===== src/rtl/bfp_normalizer_pkg.sv =====
// Shared definitions for the FFT front end: default sample/frame sizing and
// the two-state encoding used by the block-floating-point normalizer.
package bfp_normalizer_pkg;

  localparam int BFP_N          = 3;
  localparam int BFP_W          = 2 ** BFP_N;
  localparam int BFP_FRAME_LOG2 = 3;
  localparam int BFP_F          = 2 ** BFP_FRAME_LOG2;

  typedef enum logic {
    FILL  = 1'b0,
    DRAIN = 1'b1
  } bfp_state_e;

endpackage


===== src/rtl/bfp_normalizer_headroom_cnt.sv =====
// Leading-sign-bit counter: number of redundant sign bits below the MSB,
// so 0 and -1 both report W-1.
module headroom_cnt #(
  parameter int N = 3
) (
  input  logic [2**N-1:0] x_i,
  output logic [N-1:0]    h_o
);

  localparam int W = 2 ** N;

  logic [N-1:0] cnt;
  logic         run;

  always_comb begin
    cnt = '0;
    run = 1'b1;
    for (int i = W - 2; i >= 0; i--) begin
      if (run && (x_i[i] == x_i[W-1])) begin
        cnt = cnt + 1'b1;
      end else begin
        run = 1'b0;
      end
    end
    h_o = cnt;
  end

endmodule


===== src/rtl/bfp_normalizer.sv =====
// Block-floating-point normalizer: buffers one frame, finds the smallest
// headroom across it, then replays the frame shifted left by that amount.
module bfp_normalizer
  import bfp_normalizer_pkg::*;
#(
  parameter int N          = BFP_N,
  parameter int FRAME_LOG2 = BFP_FRAME_LOG2
) (
  input  logic              clk,
  input  logic              rst_n,
  input  logic              in_valid,
  output logic              in_ready,
  input  logic [2**N-1:0]   in_data,
  output logic              out_valid,
  input  logic              out_ready,
  output logic [2**N-1:0]   out_data,
  output logic [N-1:0]      out_exp,
  output logic              out_last
);

  localparam int W = 2 ** N;
  localparam int F = 2 ** FRAME_LOG2;
  localparam logic [FRAME_LOG2-1:0] LAST = '1;
  localparam logic [N-1:0]          HMAX = '1;

  function automatic logic [W-1:0] ashl(input logic signed [W-1:0] x,
                                        input logic [N-1:0] e);
    return x <<< e;
  endfunction

  bfp_state_e              state_q;
  logic [FRAME_LOG2-1:0]   idx_q;
  logic [FRAME_LOG2-1:0]   rd_q;
  logic [N-1:0]            min_q;
  logic [N-1:0]            exp_q;
  logic                    in_ready_q;
  logic                    out_valid_q;
  logic signed [W-1:0]     out_data_q;
  logic                    out_last_q;
  logic signed [W-1:0]     mem_q [F];

  logic [N-1:0]            h_in;
  logic [N-1:0]            min_d;
  logic [FRAME_LOG2-1:0]   rd_d;
  logic signed [W-1:0]     first_smp;
  logic                    accept;

  headroom_cnt #(.N(N)) u_headroom (
    .x_i (in_data),
    .h_o (h_in)
  );

  assign accept    = (state_q == FILL) && in_valid;
  assign min_d     = (h_in < min_q) ? h_in : min_q;
  assign rd_d      = rd_q + 1'b1;
  // With a one-sample frame the sample being accepted is the first output.
  assign first_smp = (idx_q == '0) ? in_data : mem_q[0];

  always_ff @(posedge clk) begin
    if (accept) begin
      mem_q[idx_q] <= in_data;
    end
  end

  always_ff @(posedge clk) begin
    if (!rst_n) begin
      state_q     <= FILL;
      idx_q       <= '0;
      rd_q        <= '0;
      min_q       <= HMAX;
      exp_q       <= '0;
      in_ready_q  <= 1'b1;
      out_valid_q <= 1'b0;
      out_data_q  <= '0;
      out_last_q  <= 1'b0;
    end else begin
      case (state_q)
        FILL: begin
          if (in_valid) begin
            idx_q <= idx_q + 1'b1;
            min_q <= min_d;
            if (idx_q == LAST) begin
              exp_q       <= min_d;
              state_q     <= DRAIN;
              in_ready_q  <= 1'b0;
              out_valid_q <= 1'b1;
              out_data_q  <= ashl(first_smp, min_d);
              out_last_q  <= (F == 1);
            end
          end
        end
        DRAIN: begin
          if (out_ready) begin
            if (rd_q == LAST) begin
              state_q     <= FILL;
              idx_q       <= '0;
              rd_q        <= '0;
              min_q       <= HMAX;
              in_ready_q  <= 1'b1;
              out_valid_q <= 1'b0;
              out_last_q  <= 1'b0;
            end else begin
              rd_q       <= rd_d;
              out_data_q <= ashl(mem_q[rd_d], exp_q);
              out_last_q <= (rd_d == LAST);
            end
          end
        end
      endcase
    end
  end

  assign in_ready  = in_ready_q;
  assign out_valid = out_valid_q;
  assign out_data  = out_data_q;
  assign out_exp   = exp_q;
  assign out_last  = out_last_q;

endmodule


===== config.mk =====
export PLATFORM = sky130hd
export DESIGN_NAME = bfp_normalizer
export DESIGN_NICKNAME = d
export VERILOG_FILES = /design/src/rtl/bfp_normalizer_pkg.sv /design/src/rtl/bfp_normalizer_headroom_cnt.sv /design/src/rtl/bfp_normalizer.sv
export SDC_FILE = /design/constraint.sdc
export NUM_CORES = 1
export LEC_CHECK = 0
export BUFFER_PORTS_ARGS = -buffer_cell sky130_fd_sc_hd__buf_2
export CAP_MARGIN = 40
export CORE_MARGIN = 1
export CORE_UTILIZATION = 30
export CTS_BUF_LIST = sky130_fd_sc_hd__clkbuf_16
export DETAILED_ROUTE_END_ITERATION = 10
export REMOVE_ABC_BUFFERS = 1
export SETUP_SLACK_MARGIN = 0.1
export SYNTH_ARGS = -nofsm -noshare
export SYNTH_HDL_FRONTEND = slang
export SYNTH_HIERARCHICAL = 1
export SYNTH_SLANG_ARGS = --single-unit
export TNS_END_PERCENT = 10

===== constraint.sdc =====
create_clock -name clk -period 7.55 [get_ports clk]
set_input_delay 0.3775 -clock clk [delete_from_list [all_inputs] [get_ports clk]]
set_output_delay 0.3775 -clock clk [all_outputs]
set_load 0.01 [all_outputs]

==> flow_summary.json, run 1 <==
{
  "synthDominantCellAreaShare_pct": 40.3,
  "grt_max_degree": 28,
  "grt_antenna_before_repair": 0,
  "dp_slack_ns": 1.49,
  "fin_cells": 660,
  "via_per_inst": 5.38,
  "ys.flop_type": "edfxtp_1",
  "dr.pass1.iters": 5,
  "die-area_sq_mm": 0.0164,
  "ir_drop_uv": 106,
  "async_flop_share_pct": 0,
  "hp-class": "in -> reg",
  "num_rows": 45,
  "final_layout_size_suffix_gt1_share_pct": 16.3,
  "yosys-top-cells-count": "edfxtp_1, nand2_1, nor2_1, a21oi_1, dfxtp_1",
  "die_h_microns": 128,
  "multiInputGateArea_sq_mm": 0.00218,
  "ctsHoldBuffers": 0,
  "ys_types": 63,
  "finClkSkew_ns": 0.00536,
  "netlist_area_sq_mm": 0.00477,
  "rsz0062_at_grt": "no",
  "cts_root_buffer": "clkbuf_16",
  "vias": 3550,
  "post-route-period-util_pct": 76.2,
  "synthesis.instances": 421,
  "finalMaxSlewViolations": 0,
  "cts_buffers": 9,
  "postRouteAntennaNets": 0,
  "track_usage_pct": 14.7,
  "tightest_slew_ns": 0.865,
  "holdWs_ns": 0.302,
  "worstSkewPairLatency_ns": 0.34,
  "grt_pass1_vias": 3451,
  "cts_tree": "done",
  "power.switching_uw": 261,
  "grt_overflow": 0,
  "place_inst": 644,
  "fin_crit_ns": 5.75,
  "path_class": "in -> reg",
  "io_buffers": 25,
  "utilization_pct": 35.1,
  "setup-tns-final_ns": 0,
  "post_cts_buffers": 0,
  "initial_utilization_pct": 31.1,
  "post_cts_resized": 0,
  "initialDrtViolationCount": 338,
  "setup_viol_count_final": 0,
  "hold_viol_final": 0,
  "cts_sinks": 88,
  "status": "completed",
  "yosys-top-cells-area": "edfxtp_1, dfxtp_1, mux2i_1, mux4_1, ha_1",
  "ys_ff_latch": 88,
  "synth_edf_count": 64,
  "area_growth_syn_to_layout_pct": 13.2,
  "grt_first_pass_wirelength_microns": 18300,
  "hpwl_microns": 8310,
  "synth_most_common_cell": "edfxtp_1",
  "ios": 26,
  "n_antenna_cell": 0,
  "wl_per_cell_microns": 17.5,
  "crit_fanout": 27,
  "seq_power_share_pct": 48.9,
  "path_clk_slew_ns": 0.07,
  "htreeDepth": 3,
  "power_density_mw_per_mm2": 201,
  "yosysTopAreaCell": "edfxtp_1",
  "maxSlewHeadroom_pct": 42.3,
  "clkPwrFrac_pct": 41.3,
  "clk_path_buf_depth": 2,
  "cp.arrival_ns": 5.97,
  "worstSetupEndpointType": "flip-flop",
  "wl_microns": 11600,
  "seq_area_frac_synth_pct": 50.3,
  "power_leakage_uw": 0.00198,
  "p_int_uw": 827,
  "layout.nets": 469,
  "coreArea_sq_mm": 0.0154,
  "swShare_pct": 24.0,
  "regArea_sq_mm": 0.00240,
  "drc_errors": 0,
  "required_ns": 7.77,
  "drv_cap": 0,
  "gp_congestion": 0.872,
  "fin_ws_ns": 1.80,
  "comb_power_share_pct": 9.7,
  "max_freq_ghz": 0.174,
  "yosysWarnings": 6,
  "postSynthAreaPerCell_sq_um": 11.3,
  "critPathLaunchType": "primary input",
  "fillers": 1527,
  "die_width_microns": 128
}
==> path summary, 6_finish.rpt <==
| path | start | end | slack (ns) | cells past startpoint |
|---|---|---|---|---|
| setup / recovery | in_data[7] | out_data[6] | 1.80 | 24 |
| hold / removal | rst_n | min_q[1] | 0.30 | 2 |
| hold reg to reg | rd_q[2] | rd_q[2] | 0.46 | 2 |
| setup reg to reg | rd_q[0] | out_data[7] | 4.07 | 8 |
==> layout by cell type (no fill, tap or decap), types with 4 or more instances in the layout <==
| cell | count |
|---|---|
| edfxtp_1 | 64 |
| nand2_1 | 35 |
| nor2_1 | 28 |
| buf_2 | 25 |
| a21oi_1 | 24 |
| dfxtp_1 | 24 |
| mux2i_1 | 23 |
| o21ai_0 | 23 |
| nor3_1 | 15 |
| inv_1 | 13 |
| nand3_1 | 13 |
| ha_1 | 13 |
| o22ai_1 | 12 |
| mux2_2 | 10 |
| nand2b_1 | 9 |
| clkbuf_16 | 9 |
| buf_4 | 8 |
| nor2b_1 | 7 |
| mux4_1 | 7 |
| mux4_2 | 6 |
| a31oi_1 | 6 |
| o2111ai_1 | 5 |
| nor4_1 | 4 |
| inv_6 | 4 |
==> power groups by stage <==
| stage | combinational [uW] | clock, uW | sequential [uW] |
|---|---|---|---|
| floorplan | 69.8 | 0 | 541 |
| global placement | 101 | 0 | 542 |
| detailed placement | 104 | 0 | 543 |
| CTS | 105 | 462 | 532 |
| global route | 117 | 478 | 533 |
| finish | 106 | 450 | 532 |
==> critical path, cell delays in order <==
cell and delay (ns):
buf_2 0.36, nand2_1 0.17, a21oi_1 0.14, o21bai_1 0.12, ha_1 0.24, o21a_1 0.20, ha_1 0.33, nand2_1 0.08
nand2_1 0.06, ha_1 0.31, mux2i_1 0.08, o21ai_0 0.17, ha_1 0.23, a21boi_0 0.10, a32o_1 0.30, or4_4 0.48
nand3_2 0.09, xor2_1 0.20, ha_1 0.31, a211oi_1 0.58, nor2_1 0.27, mux4_2 0.48, a22oi_1 0.17, a31oi_1 0.10
==> registers in the layout (all words and copies together) (netlist names), 3 cells and up <==
signal / count
out_data: 8
rd_q: 3
idx_q: 3
out_exp: 3
mem_q: 64
min_q: 3
==> through the flow <==
step	cell area, sq um	power (uW)
floorplan	4630	611
global route	5400	1130
finish	5400	1090
global placement	5070	644
detailed placement	5100	647
CTS	5400	1100
==> metal layers <==
layer	wire length (microns)	global-route usage, %
met5	0	0
met4	195	5.40
met3	808	3.59
met2	5360	23.5
met1	5200	19.4
==> cells by family (layout without fill, tap and decap cells) <==
logic type	after synthesis	in the layout	share of synthesized area, %
AOI/OAI and AO/OA	105	105	14.4
DFF	88	88	50.3
adders and majority gates	13	13	3.41
xor gates and xnor gates	2	2	0.367
and+or+nand+nor	132	132	13.7
muxes	46	46	13.9
buffers and inverters	35	63	3.96
==> final cells by class <==
class | count | share of cell area [%]
clock buffers | 9 | 4.17
clock inverters | 7 | 1.41
inverters | 12 | 0.834
multi-input cells | 298 | 40.4
flip-flops and latches | 88 | 44.5
well taps | 211 | 4.89
repair buffers | 35 | 3.84
(Power assumes the default switching activity.)
==> inputs of run 2 (changes only) <==
==> constraint.sdc (replaced) <==
create_clock -name clk -period 5.1 [get_ports clk]
set_input_delay 0.255 -clock clk [delete_from_list [all_inputs] [get_ports clk]]
set_output_delay 0.255 -clock clk [all_outputs]
set_load 0.01 [all_outputs]
==> run 2 against run 1 <==
Net effect:
- via count increased by 2.3%
- count of clock-buffer cells in the layout unchanged
- register-to-register slack got worse by 2.3 ns
- hold slack got worse by 0.11 ns
- design area increased by 6.3%
- first-iteration DRC count decreased by 37%
- core utilization increased by 2.2 points
- critical endpoint is now out_data[7]
- largest cell class unchanged
- largest power group unchanged
==> flow_summary.json, run 2 (synthesized netlist as in run 1, its figures left out) <==
{
  "worstSetupEndpointType": "flip-flop",
  "place_area_sq_mm": 0.00532,
  "initialDrtViolationCount": 212,
  "setup_viol_count_final": 0,
  "grt_first_pass_wirelength_microns": 18100,
  "wl_microns": 11300,
  "comb_power_share_pct": 12.0,
  "gp_congestion": 0.845,
  "power_density_mw_per_mm2": 287,
  "die_width_microns": 128,
  "required_ns": 5.39,
  "cts_buffers": 9,
  "grt_overflow": 0,
  "htreeDepth": 3,
  "swShare_pct": 24.1,
  "num_rows": 45,
  "drv_cap": 0,
  "crit_slowest_cell": "or4_4",
  "cts_tree": "done",
  "wl_per_cell_microns": 16.3,
  "postRouteAntennaNets": 0,
  "cts_sinks": 88,
  "grt_pass1_vias": 3513,
  "stdcell_area_sq_mm": 0.00575,
  "seq_power_share_pct": 47.7,
  "critPathLaunchType": "primary input",
  "finalMaxSlewViolations": 0,
  "rsz0062_at_grt": "no",
  "die-area_sq_mm": 0.0164,
  "maxSlewHeadroom_pct": 40.3,
  "critPathBufInv": 3,
  "rr_worst_depth": 8,
  "layout_common_cells": "edfxtp_1, buf_4, nand2_1",
  "cp.arrival_ns": 5.08,
  "clk_path_buf_depth": 2,
  "fillers": 1494,
  "grt_max_degree": 23,
  "crit_fanout": 5,
  "final_layout_size_suffix_gt1_share_pct": 24.3,
  "dr.pass1.iters": 5,
  "die_h_microns": 128,
  "largest_register_ffs": 64,
  "worstSkewPairLatency_ns": 0.35,
  "n_antenna_cell": 0,
  "power.switching_uw": 398,
  "drc_errors": 0,
  "finClkSkew_ns": 0.00660,
  "path_delay_family": "compound AO/OA/AOI/OAI gates",
  "ctsHoldBuffers": 0,
  "initial_utilization_pct": 31.1,
  "hp-class": "in -> reg",
  "setup-tns-final_ns": 0,
  "status": "completed",
  "path_clk_slew_ns": 0.06,
  "holdWs_ns": 0.188,
  "worst_hold_path.num_cells": 2,
  "post-route-period-util_pct": 93.9,
  "area_growth_syn_to_layout_pct": 20.4,
  "grt_antenna_before_repair": 0,
  "hold_viol_final": 0,
  "fin_crit_ns": 4.79,
  "power_leakage_uw": 0.00214,
  "top_register": "mem_q",
  "io_buffers": 25,
  "track_usage_pct": 14.5,
  "utilization_pct": 37.4,
  "worst_path_largest_cell_delay_ns": 0.49,
  "ios": 26,
  "worst_path_most_repeated_cell": "ha_4",
  "cp.depth": 27,
  "coreArea_sq_mm": 0.0154,
  "max_freq_ghz": 0.209,
  "path_class": "in -> reg",
  "cts_root_buffer": "clkbuf_16",
  "layout.nets": 502,
  "hpwl_microns": 8220,
  "p_int_uw": 1250,
  "clkPwrFrac_pct": 40.3,
  "ir_drop_uv": 148,
  "final_common_cell": "edfxtp_1",
  "fin_total_pwr_uw": 1650,
  "tightest_slew_ns": 0.896,
  "vias": 3631,
  "via_per_inst": 5.24
}
run 2: cell count changes in the layout (fill, tap and decap cells not counted), moves of 2 or more:
cell / delta
ha_1: -4
ha_4: +3
buf_6: -2
nand2_1: -2
o21ai_1: +5
buf_4: +34
nand2_2: +2
o21ai_0: -5
run 2: area by class of cell:
class / count / area, sq um / area share (%)
sequential: 88 / 2400 / 41.8
multi-input combinational: 298 / 2270 / 39.5
timing repair buffer: 68 / 460 / 8.01
tap: 211 / 264 / 4.59
clock buffer: 9 / 225 / 3.92
clock inverter: 7 / 76.3 / 1.33
inverter: 12 / 45.0 / 0.784
run 2: routing by layer:
layer	track usage [%]	vias to the layer above	wire (microns)
li1	-	1732	-
met1	19.3	1792	5410
met2	23.5	97	5250
met3	3.21	10	518
met4	4.57	0	95
met5	0	-	0
run 2: worst reg2reg max path: cells and delay by family (launching register included):
family / cells / cell delay (ns)
adder cells (fa/ha/maj): 1 / 0.90
multiplexers: 2 / 0.79
AO/OA/AOI/OAI: 3 / 0.79
buffers and inverters: 2 / 0.46
flip-flops: 1 / 0.31
run 2: through the flow:
stage	cells	worst slack, ns
2_1_floorplan	398	-0.0247
3_3_place_gp	673	-0.162
3_5_place_dp	673	-0.309
4_1_cts	689	0.125
5_1_grt	693	0.0949
6_report	693	0.313
run 2: worst paths after layout:
| check | start | end | slack, ns |
|---|---|---|---|
| max | in_data[7] | out_data[7] | 0.31 |
| min | rst_n | min_q[0] | 0.19 |
| max reg2reg | rd_q[0] | out_data[7] | 1.73 |
| min reg2reg | rd_q[2] | rd_q[2] | 0.47 |
run 2: power by group through the flow:
stage | sequential [uW] | clock, uW | combinational, uW
floorplan | 801 | 0 | 103
finish | 788 | 666 | 198
detailed placement | 803 | 0 | 184
CTS | 788 | 677 | 186
global route | 788 | 711 | 218
global placement | 803 | 0 | 180
run 2: timing repair:
item,in CTS,in global routing
endpoints found under the setup margin,3,8
pin swaps,2,13
resized for setup,4,18
buffers inserted,0,3
